### config.mk
export PLATFORM = sky130hd
export DESIGN_NAME = ps2_host_tx
export DESIGN_NICKNAME = d
export VERILOG_FILES = /design/src/rtl/ps2_host_tx.sv
export SDC_FILE = /design/constraint.sdc
export NUM_CORES = 1
export LEC_CHECK = 0
export BUFFER_PORTS_ARGS = -buffer_cell sky130_fd_sc_hd__buf_2
export CAP_MARGIN = 20
export CORE_AREA = 2 2 77 79
export CTS_CLUSTER_DIAMETER = 50
export DETAILED_ROUTE_END_ITERATION = 10
export DIE_AREA = 0 0 79 81
export GPL_ROUTABILITY_DRIVEN = 0
export PLACE_DENSITY = 0.95
export SYNTH_ARGS = -nofsm -noshare
export SYNTH_HDL_FRONTEND = slang
export SYNTH_SLANG_ARGS = --single-unit
### constraint.sdc
create_clock -name clk -period 6.7 [get_ports clk]
set_clock_uncertainty 0.15 [all_clocks]
set_input_delay 0.67 -clock clk [delete_from_list [all_inputs] [get_ports clk]]
set_output_delay 0.67 -clock clk [all_outputs]
set_load 0.05 [all_outputs]
### src/rtl/ps2_host_tx.sv
// ---------------------------------------------------------------------------
// ps2_host_tx
//   Host-to-device PS/2 transmitter. Sends one command byte to the keyboard
//   over the shared open-drain PS/2 clock/data pins, then reports the outcome
//   as exactly one pulse: device ACK (done), NACK (err_nack) or timeout
//   (err_tmo).
//
// Ports
//   clk         in   system clock
//   rst_n       in   asynchronous active-low reset
//   tx_data     in   [7:0] byte to send, latched on accept
//   tx_valid    in   send request, accepted when tx_valid && tx_ready
//   tx_ready    out  high only while idle
//   done        out  1-cycle pulse: ACK seen and both lines back high
//   err_nack    out  1-cycle pulse: data line high at the ACK clock edge
//   err_tmo     out  1-cycle pulse: device did not complete in time
//   ps2_clk_i   in   PS/2 clock pin level (asynchronous)
//   ps2_dat_i   in   PS/2 data pin level (asynchronous)
//   ps2_clk_oe  out  1 = pull PS/2 clock low
//   ps2_dat_oe  out  1 = pull PS/2 data low
// ---------------------------------------------------------------------------
module ps2_host_tx #(
    parameter int unsigned CLK_HZ     = 50_000_000,
    parameter int unsigned INHIBIT_US = 120,
    parameter int unsigned TIMEOUT_MS = 15,
    parameter int unsigned FILTER_LEN = 8
) (
    input  logic       clk,
    input  logic       rst_n,
    input  logic [7:0] tx_data,
    input  logic       tx_valid,
    output logic       tx_ready,
    output logic       done,
    output logic       err_nack,
    output logic       err_tmo,
    input  logic       ps2_clk_i,
    input  logic       ps2_dat_i,
    output logic       ps2_clk_oe,
    output logic       ps2_dat_oe
);

    localparam int unsigned INH_CYC = (CLK_HZ / 1_000_000) * INHIBIT_US;
    localparam int unsigned TMO_CYC = (CLK_HZ / 1_000) * TIMEOUT_MS;
    localparam int unsigned INH_W   = $clog2(INH_CYC + 1);
    localparam int unsigned TMO_W   = $clog2(TMO_CYC + 1);
    localparam int unsigned FLT_W   = (FILTER_LEN > 1) ? $clog2(FILTER_LEN) : 1;

    typedef enum logic [2:0] {
        S_IDLE,
        S_INHIBIT,
        S_REQ,
        S_BITS,
        S_ACK,
        S_WAIT_IDLE
    } state_t;

    // -----------------------------------------------------------------------
    // Input conditioning: index 0 = clock line, index 1 = data line.
    // Both lines idle high, so synchronisers and filters reset to 1.
    // -----------------------------------------------------------------------
    logic [1:0]       w_pin;
    logic [1:0]       r_sync_a;
    logic [1:0]       r_sync_b;
    logic [1:0]       r_flt;
    logic [FLT_W-1:0] r_fcnt [2];
    logic             r_flt_clk_q;
    logic             w_fe;
    logic             w_clk;
    logic             w_dat;

    assign w_pin = {ps2_dat_i, ps2_clk_i};

    always_ff @(posedge clk or negedge rst_n) begin
        if (!rst_n) begin
            r_sync_a    <= '1;
            r_sync_b    <= '1;
            r_flt       <= '1;
            r_flt_clk_q <= 1'b1;
            for (int unsigned i = 0; i < 2; i++) begin
                r_fcnt[i] <= '0;
            end
        end else begin
            r_sync_a    <= w_pin;
            r_sync_b    <= r_sync_a;
            r_flt_clk_q <= r_flt[0];
            // The filtered level only follows the pin after FILTER_LEN
            // consecutive samples that disagree with it.
            for (int unsigned i = 0; i < 2; i++) begin
                if (r_sync_b[i] == r_flt[i]) begin
                    r_fcnt[i] <= '0;
                end else if (r_fcnt[i] == FLT_W'(FILTER_LEN - 1)) begin
                    r_flt[i]  <= r_sync_b[i];
                    r_fcnt[i] <= '0;
                end else begin
                    r_fcnt[i] <= r_fcnt[i] + FLT_W'(1);
                end
            end
        end
    end

    assign w_clk = r_flt[0];
    assign w_dat = r_flt[1];
    assign w_fe  = r_flt_clk_q & ~r_flt[0];

    // -----------------------------------------------------------------------
    // Transmit state machine
    // -----------------------------------------------------------------------
    state_t           r_state;
    logic [7:0]       r_data;
    logic             r_parity;
    logic [3:0]       r_bit_cnt;
    logic [INH_W-1:0] r_inh;
    logic [TMO_W-1:0] r_tmo;
    logic             r_tx_ready;
    logic             r_done;
    logic             r_nack;
    logic             r_tmo_p;
    logic             r_clk_oe;
    logic             r_dat_oe;
    logic             w_bit;

    // Bit to present for the current bit_cnt: data LSB first, parity, stop.
    always_comb begin
        w_bit = 1'b1;
        if (r_bit_cnt < 4'd8) begin
            w_bit = r_data[r_bit_cnt[2:0]];
        end else if (r_bit_cnt == 4'd8) begin
            w_bit = r_parity;
        end
    end

    always_ff @(posedge clk or negedge rst_n) begin
        if (!rst_n) begin
            r_state    <= S_IDLE;
            r_data     <= '0;
            r_parity   <= 1'b0;
            r_bit_cnt  <= '0;
            r_inh      <= '0;
            r_tmo      <= '0;
            r_tx_ready <= 1'b1;
            r_done     <= 1'b0;
            r_nack     <= 1'b0;
            r_tmo_p    <= 1'b0;
            r_clk_oe   <= 1'b0;
            r_dat_oe   <= 1'b0;
        end else begin
            r_done  <= 1'b0;
            r_nack  <= 1'b0;
            r_tmo_p <= 1'b0;

            case (r_state)
                S_IDLE: begin
                    r_clk_oe   <= 1'b0;
                    r_dat_oe   <= 1'b0;
                    r_tx_ready <= 1'b1;
                    if (tx_valid && r_tx_ready) begin
                        r_data     <= tx_data;
                        r_parity   <= ~^tx_data;
                        r_bit_cnt  <= '0;
                        r_inh      <= INH_W'(INH_CYC - 1);
                        r_clk_oe   <= 1'b1;
                        r_tx_ready <= 1'b0;
                        r_state    <= S_INHIBIT;
                    end
                end

                S_INHIBIT: begin
                    if (r_inh == '0) begin
                        r_dat_oe <= 1'b1;
                        r_state  <= S_REQ;
                    end else begin
                        r_inh <= r_inh - INH_W'(1);
                    end
                end

                S_REQ: begin
                    r_clk_oe <= 1'b0;
                    r_tmo    <= TMO_W'(TMO_CYC);
                    r_state  <= S_BITS;
                end

                S_BITS, S_ACK, S_WAIT_IDLE: begin
                    // Testing for 1 makes the counter land on 0 in the same
                    // cycle the err_tmo pulse and line release appear.
                    if (r_tmo == TMO_W'(1)) begin
                        r_tmo      <= '0;
                        r_clk_oe   <= 1'b0;
                        r_dat_oe   <= 1'b0;
                        r_tmo_p    <= 1'b1;
                        r_tx_ready <= 1'b1;
                        r_state    <= S_IDLE;
                    end else begin
                        r_tmo <= r_tmo - TMO_W'(1);
                        case (r_state)
                            S_BITS: begin
                                if (w_fe) begin
                                    r_dat_oe  <= ~w_bit;
                                    r_bit_cnt <= r_bit_cnt + 4'd1;
                                    if (r_bit_cnt == 4'd9) begin
                                        r_state <= S_ACK;
                                    end
                                end
                            end
                            S_ACK: begin
                                if (w_fe) begin
                                    if (!w_dat) begin
                                        r_state <= S_WAIT_IDLE;
                                    end else begin
                                        r_nack     <= 1'b1;
                                        r_tx_ready <= 1'b1;
                                        r_state    <= S_IDLE;
                                    end
                                end
                            end
                            S_WAIT_IDLE: begin
                                if (w_clk && w_dat) begin
                                    r_done     <= 1'b1;
                                    r_tx_ready <= 1'b1;
                                    r_state    <= S_IDLE;
                                end
                            end
                            default: begin
                            end
                        endcase
                    end
                end

                default: begin
                    r_clk_oe   <= 1'b0;
                    r_dat_oe   <= 1'b0;
                    r_tx_ready <= 1'b1;
                    r_state    <= S_IDLE;
                end
            endcase
        end
    end

    assign tx_ready   = r_tx_ready;
    assign done       = r_done;
    assign err_nack   = r_nack;
    assign err_tmo    = r_tmo_p;
    assign ps2_clk_oe = r_clk_oe;
    assign ps2_dat_oe = r_dat_oe;

endmodule

==> results by stage, run 1 <==
Timing:
- The worst path in the final design needs a cycle of 2.778 ns, including I/O delays and setup.
- Setup total negative slack on the finished layout was measured at 0 ns.
- The achievable clock frequency is 360.0 MHz.
- The final-report hold violation count came to 0.
- The max-slew violation count is 0.
- Setup violations remaining at the end of the flow were counted as 0.
- The measured slew at the worst slew-check pin is 0.9718 ns.
- The worst path uses 41.46% of the clock period.
- Setup repair after global routing left no endpoint under its margin.
- Headroom to the max-slew limit came out at 34.61%.

Critical path:
- The worst-case register-to-register setup slack is 3.92 ns.
- The family with the most delay on the worst path is simple AND/OR/NAND/NOR gates.
- The worst setup path is captured at a flop.
- The worst register-to-register path has a depth of 7.
- The buffer and inverter count on the worst path is 1.
- Of all nets on the critical path, the largest fanout is 12.
- The cell with the biggest individual delay on the critical path is sky130_fd_sc_hd__nor2_1.
- Walking the worst path, the cells encountered are inv_1 -> ha_1 -> nor4b_1 -> nand4_1 -> nor2_1 -> o21ai_0 -> a211o_1.
- The type of element launching the critical path is a flop.
- The classification of the worst setup path is reg2reg.
- For the worst setup path, the data arrival time is 2.86 ns.
- The number of cells on the critical path is 7.
- For this run, the slowest stage of the critical path takes 0.65 ns.
- The data required time at the worst endpoint is 6.78 ns.

Placed design:
- The number of buffers added on ports is 18.
- The post-DP HPWL is 5242 µm.

Synth:
- Synthesis produced a netlist with a net count of 408.
- Averaged over all synthesized cells, the footprint is 9.299 µm².
- The proportion of synthesized chip area in sequential cells is 47.93%.
- The leading area contributor after synthesis is sky130_fd_sc_hd__dfrtp_1.
- The synthesized netlist devotes 13.67% of its cell area to compound gates.
- The number of flops mapped to enable cells by yosys is 0.
- The share of cell area taken by muxes after synthesis is 2.313%.
- Yosys attributes the largest share of cell area to sky130_fd_sc_hd__dfrtp_1, sky130_fd_sc_hd__nand2_1, sky130_fd_sc_hd__dfstp_2.
- The number of warnings printed during yosys synthesis is 0.
- The synthesized design devotes to its leading area cell type 42.05% of total area.
- Yosys mapped the design onto 47 distinct sky130hd cell types.
- After Yosys synthesis, XOR and XNOR cells account for 5.151% of the synthesized area.
- The proportion of register bits with asynchronous set or reset after synthesis is 100.0%.
- The synthesized netlist occupies a cell area of 3571 µm².
- In the synthesized netlist, the number of instances is 384.
- The main combinational cell family by area after synthesis is simple AND/OR/NAND/NOR gates.
- The number of storage elements in the synthesis netlist is 68.
- The simple-gate share of the synthesized area is 24.32%.
- Summing the areas of all fa, ha and maj instances in the mapped netlist gives 3.854% of the synthesized area.
- The flip-flop cell with the highest count after synthesis is sky130_fd_sc_hd__dfrtp_1.

Clocking:
- The number of clock buffers added by TritonCTS is 9.
- The insertion delay to the later sink of the worst-skew pair is 0.35 ns.
- The buffer cell driving the clock tree root is sky130_fd_sc_hd__clkbuf_8.
- The total number of H-tree levels is 3.
- The number of buffers added for setup after CTS is 0.
- For this design, the sink count on the clock tree is 68.
- The hold buffer count at CTS is 0.
- Once the clock tree was built, the resizer swapped 0 gates to a different size.
- Clock-pin slew was measured on the worst setup and hold paths at 0.07 ns.
- TritonCTS built the clock tree.
- The maximum buffer depth of the clock tree is 2.

Global routing:
- Entering global routing, the biggest net connects 69 pins.
- In the global route stage, overall resource usage came out at 26.84%.
- The via count of the first global-routing pass came to 2930.
- Summed over all layers, the global routing overflow is 0.
- The initial antenna violation count is 0.
- The first global-routing pass estimated 13320 µm of wire.

Cells and area:
- The area occupied by multi-input gates is 1767 µm².
- The number of antenna diodes in the final layout is 0.
- The final core area utilization is 69.14%.
- The total of fill cells in the finished design is 443.
- The fraction of final layout cells sized beyond drive strength 1 is 12.56%.
- The total area of sequential cells is 1712 µm².
- The area growth from synthesis to layout is 9.881%.
- The net count reported at finish is 425.

Floorplanning:
- After floorplanning, the core was sized to cover 5675 µm².
- The number of I/O pins is 19.
- For this configuration, the core starts out at a cell density of 62.92%.
- The floorplan has 28 rows.
- The die span in x is 79 µm.
- The die area is 6399 µm².
- In this run the vertical extent of the chip is 81 µm.

Routing:
- The total wire length after detailed routing is 7749 µm.
- In the routed layout, each cell is associated on average with a via count of 6.112.
- In the routed design, unresolved DRC markers number 0.
- In the final routed layout, each cell accounts on average for 16.11 µm.
- The number of routed nets with antenna violations is 0.
- The number of optimization iterations in the first detailed-route pass is 6.
- The violation count after the first detailed-route iteration is 210.
- The total via count in the routed design is 2940.

Run status:
- The run finished with clean final reports.

Run:
- The count of max-cap constraint violations is 0.

Min path:
- The number of stages on the worst hold path is 0.
- The type of the worst min-delay path is reg2reg.

Pwr:
- VDD sags by at most 0.0002302 V.
- The leakage power of the design is 1.814 nW.
- The areal power density over the cells is 351.5 nW/µm².
- The completed layout was analyzed and its total power is 1.379 mW.
metal layers:
metal	wire length [µm]	vias up	global-route usage, %
met5	0	-	0
met4	183	0	11.03
met3	413	24	7.111
met2	3843	107	46.19
met1	3309	1406	32.23
li1	-	1403	-
worst paths after layout:
path                              from     endpoint
setup reg to reg              r_tmo[1]    r_tmo[16]
hold reg to reg            r_sync_a[1]  r_sync_b[1]
min in group asynchronous        rst_n     r_tmo[9]
max in group asynchronous        rst_n    r_tmo[14]
setup / recovery              r_tmo[1]    r_tmo[16]
hold / removal             r_sync_a[1]  r_sync_b[1]
worst reg2reg max path, cell delays in order (launching register included):
cell and delay (ns):
sky130_fd_sc_hd__dfrtp_1 0.40, sky130_fd_sc_hd__inv_1 0.11, sky130_fd_sc_hd__ha_1 0.15, sky130_fd_sc_hd__nor4b_1 0.45
sky130_fd_sc_hd__nand4_1 0.22, sky130_fd_sc_hd__nor2_1 0.65, sky130_fd_sc_hd__o21ai_0 0.21, sky130_fd_sc_hd__a211o_1 0.32
placed cells by master, fill, tap and decap left out, types with 9 or more instances in the layout:
master	count
sky130_fd_sc_hd__nand2b_1	10
sky130_fd_sc_hd__o21ai_0	18
sky130_fd_sc_hd__nor2_1	29
sky130_fd_sc_hd__nor3_1	9
sky130_fd_sc_hd__dfrtp_1	60
sky130_fd_sc_hd__nand3_1	10
sky130_fd_sc_hd__a21oi_1	27
sky130_fd_sc_hd__ha_1	11
sky130_fd_sc_hd__clkbuf_8	11
sky130_fd_sc_hd__nand2_1	57
sky130_fd_sc_hd__buf_2	18
sky130_fd_sc_hd__a31oi_1	11
sky130_fd_sc_hd__inv_1	11
sky130_fd_sc_hd__nor4_1	11
sky130_fd_sc_hd__xor2_1	14
sequential cells by signal (all words and copies together) (netlist names), 2 cells and up:
register,count
r_data,8
r_sync_b,2
r_inh,13
r_bit_cnt,4
r_tmo,20
r_state,3
r_sync_a,2
r_fcnt,6
r_flt,2
synth_stat cells (10+ instances only):
library cell,n
sky130_fd_sc_hd__dfrtp_1,60
sky130_fd_sc_hd__clkbuf_1,14
sky130_fd_sc_hd__ha_1,11
sky130_fd_sc_hd__inv_1,11
sky130_fd_sc_hd__xor2_1,14
sky130_fd_sc_hd__nand2_1,57
sky130_fd_sc_hd__nor2_1,29
sky130_fd_sc_hd__o21ai_0,18
sky130_fd_sc_hd__nor4_1,12
sky130_fd_sc_hd__nand2b_1,10
sky130_fd_sc_hd__nand3_1,10
sky130_fd_sc_hd__a31oi_1,11
sky130_fd_sc_hd__a21oi_1,27
power breakdown:
part	switching [mW]	total [mW]	leakage [nW]	internal, mW
registers	0.104	0.621	0.853	0.517
logic	0.250	0.415	0.860	0.165
clock network	0.151	0.343	0.101	0.192
total	0.505	1.38	1.81	0.874
metrics by stage:
stage	instances	setup WS, ns	hold WS (ns)	cell area (µm²)
finish	481	3.922	0.2055	3924
global route	481	3.726	0.2115	3924
CTS	481	4.009	0.2063	3924
detailed placement	465	4.057	0.1968	3726
global placement	465	4.184	0.1961	3726
floorplan	384	4.291	0.1952	3571
final cells by class:
class                   count  area share (%)
clock inverters             2          0.8929
clock buffers              14           4.145
repair buffers             21           2.870
multi-input cells         290           45.03
flip-flops and latches     68           43.62
inverters                  11           1.052
well taps                  75           2.392
logic make-up (layout without fill, tap and decap cells):
logic type      after synthesis  in the layout
simple gates                169            169
compound gates               81             81
flops                        68             68
buf+inv                      26             48
xor+xnor                     21             21
fa+ha+maj                    11             11
mux                           8              8
Power figures use the tool's default switching activity.
==> run 2: changes to the inputs <==
CORE_AREA = 2 2 80 82   (was 2 2 77 79)
DIE_AREA = 0 0 82 84   (was 0 0 79 81)
PLACE_DENSITY = 0.9   (was 0.95)
clock period = 2.6 ns   (was 6.7 ns; I/O delays follow)
==> run 2 against run 1 <==
Non-clock buffer count increased by 23. Worst setup slack got worse by 3.8 ns. Die area increased by 7.6%.
==> results by stage, run 2 (synthesis results as in run 1) <==
Floorplanning:
- The row count came to 29 (+3.6%).
- The vertical die dimension was 84 µm (+3.7%).
- The die span in x is 82 µm (+3.8%).
- The area of the core came to 6096 µm² (+7.4%).
- The die area was 6888 µm² (+7.6%).
- The number of I/O pins came to 19 (unchanged).
- The initial standard-cell utilization of the core is 58.58% (-4.3 points).

Timing:
- The final-report hold violation count is 0 (unchanged).
- The final setup violation count came to 0 (unchanged).
- The final total negative setup slack is 0 ns (unchanged).
- The max-slew violation count came to 0 (unchanged).
- Setup repair after global routing left no endpoint under its margin.
- The shortest period the worst path allows came to 2.491 ns (-0.2869 ns).
- The achievable clock frequency is 401.5 MHz (+12%).
- The minimum hold slack is 0.2064 ns (+0.0008670 ns).
- The post-route clock period utilization is 95.81% (+54 points).
- The measured slew at the worst slew-check pin is 0.7547 ns (-0.2171 ns).
- The remaining max-slew budget at the tightest pin is 49.69% (+15 points).

Cells and area:
- The final core area utilization is 67.80% (-1.3 points).
- The register with the highest flop count is r_tmo.
- The fraction of final layout cells sized beyond drive strength 1 is 15.15% (+2.6 points).
- The most common cell after layout, fill and taps aside is sky130_fd_sc_hd__dfrtp_1.
- The net count reported at finish was 448 (+5.4%).
- The area growth from synthesis to layout is 15.73%.
- The final antenna diode count is 0 (unchanged).
- The largest registers in the layout are r_tmo x20, r_inh x13, r_data x8.
- The number of flip-flops in the largest register is 20 (unchanged).
- Leaving out fill and tap cells, the most frequent cells in the layout are sky130_fd_sc_hd__dfrtp_1, sky130_fd_sc_hd__nand2_1, sky130_fd_sc_hd__nor2_1.

Routing:
- The number of routed nets with antenna violations is 0 (unchanged).
- The number of design rule violations left after detail routing came to 0 (unchanged).
- The via density per instance is 6.004 (-1.8%).
- The total wire length after detailed routing is 7834 µm (+1.1%).
- The total via count in the routed design is 3038 (+3.3%).
- The mean routed wirelength per cell is 15.48 µm (-3.9%).
- The violation count after the first detailed-route iteration is 254 (+21%).
- The number of optimization iterations in the first detailed-route pass came to 5 (-1).

Placed design:
- The post-DP HPWL is 5391 µm (+2.9%).
- The number of buffers added on ports was 18 (unchanged).

Critical path:
- The maximum net fanout on the critical path is 7 (-5).
- The classification of the worst setup path is reg2reg.
- The type of element launching the critical path is a flop.
- The data required time at the worst endpoint is 2.69 ns (-4.09 ns).
- The data arrival at the endpoint of the critical path was 2.58 ns (-0.28 ns).
- The endpoint type of the worst setup path is a flop.

Pwr:
- The areal power density over the cells is 867.3 nW/µm² (+150%).
- The leakage power of the design is 1.915 nW (+5.6%).
- The worst voltage drop across the vdd grid is 0.0006491 V (+180%).

Global routing:
- The remaining global-route overflow came to 0 (unchanged).
- The first-pass GRT wire length is 13020 µm (-2.2%).
- The largest net degree at the start of global routing was 36 (-48%).
- The initial antenna violation count came to 0 (unchanged).
- The via count of the first global-routing pass was 2918 (-0.41%).
- The global-route usage over all layers is 24.93% (-1.9 points).

Min path:
- The type of the worst min-delay path is reg2reg.

Run:
- The count of max-cap constraint violations is 0 (unchanged).

Clocking:
- The count of instances resized after the clock tree is built came to 0 (unchanged).
- The clock-pin slew reported for the worst setup and hold paths after clock tree synthesis is 0.07 ns (about the same).
- The number of buffers created by CTS is 9 (unchanged).
- The sink count of the clock tree is 68 (unchanged).
- The maximum buffer depth of the clock tree is 2 (unchanged).
- The insertion delay to the later sink of the worst-skew pair came to 0.36 ns (about the same).
- TritonCTS built the clock tree.
- The total number of H-tree levels is 3 (unchanged).
- In this run the clock root is driven by a sky130_fd_sc_hd__clkbuf_8.

Run status:
- The run finished with clean final reports.
[run 2: cell count changes in the layout (fill, tap and decap cells not counted), sizes merged]
cell / change
clkinv: +1
inv: +1
clkinvlp: +2
clkbuf: -4
buf: +12
dlygate4sd3: +11
[run 2: what timing repair did]
item                      CTS  global route
buffers inserted            0             0
hold endpoints to repair   39             0
hold buffers               11             0
[run 2: area by class of cell]
class	count	area [µm²]
repair buffers	44	325.3
flip-flops and latches	68	1712
inverters	11	41.29
clock inverters	6	63.81
well taps	77	96.34
multi-input cells	290	1767
clock buffers	10	127.6
fillers	461	1963
[run 2: worst max-delay path, cell delays in order (launching register included)]
cell                      delay [ns]
sky130_fd_sc_hd__dfrtp_1        0.42
sky130_fd_sc_hd__or4_4          0.56
sky130_fd_sc_hd__or3_1          0.50
sky130_fd_sc_hd__or4_4          0.45
sky130_fd_sc_hd__a211o_1        0.30
[run 2: routing by layer]
metal	part of all wire, %	vias to the layer above	wire (µm)	global-route usage (%)
li1	-	1452	-	-
met1	41	1457	3179	30.53
met2	51	116	4033	40.13
met3	6.4	13	501	7.792
met4	1.5	0	119	10.45
met5	0	-	0	0
[run 2: report_power, final]
group	switching, mW	total, mW	leakage [nW]	internal, mW
clock	0.420	0.862	0.0927	0.442
combinational	0.679	1.15	0.969	0.467
sequential	0.245	1.58	0.853	1.33
total	1.34	3.58	1.92	2.24
[run 2: final timing paths]
kind,from,endpoint,slack (ns),cells past startpoint
min in group asynchronous,rst_n,r_fcnt[0],0.36,2
max in group asynchronous,rst_n,r_sync_a[0],1.24,3
max reg2reg,r_tmo[7],r_tmo[19],0.11,4
min,r_sync_a[1],r_sync_b[1],0.21,0
min reg2reg,r_sync_a[1],r_sync_b[1],0.21,0
max,r_tmo[7],r_tmo[19],0.11,4
[run 2: metrics by stage]
| stage | instances | total power, mW | area, µm² | setup slack [ns] |
|---|---|---|---|---|
| 2_1_floorplan | 384 | 2.379 | 3571 | 0.1910 |
| 3_5_place_dp | 479 | 2.712 | 3831 | 0.1245 |
| 3_3_place_gp | 479 | 2.636 | 3831 | 0.1771 |
| 5_1_grt | 506 | 3.816 | 4133 | 0.04740 |
| 6_report | 506 | 3.584 | 4133 | 0.1090 |
| 4_1_cts | 506 | 3.598 | 4133 | 0.1094 |
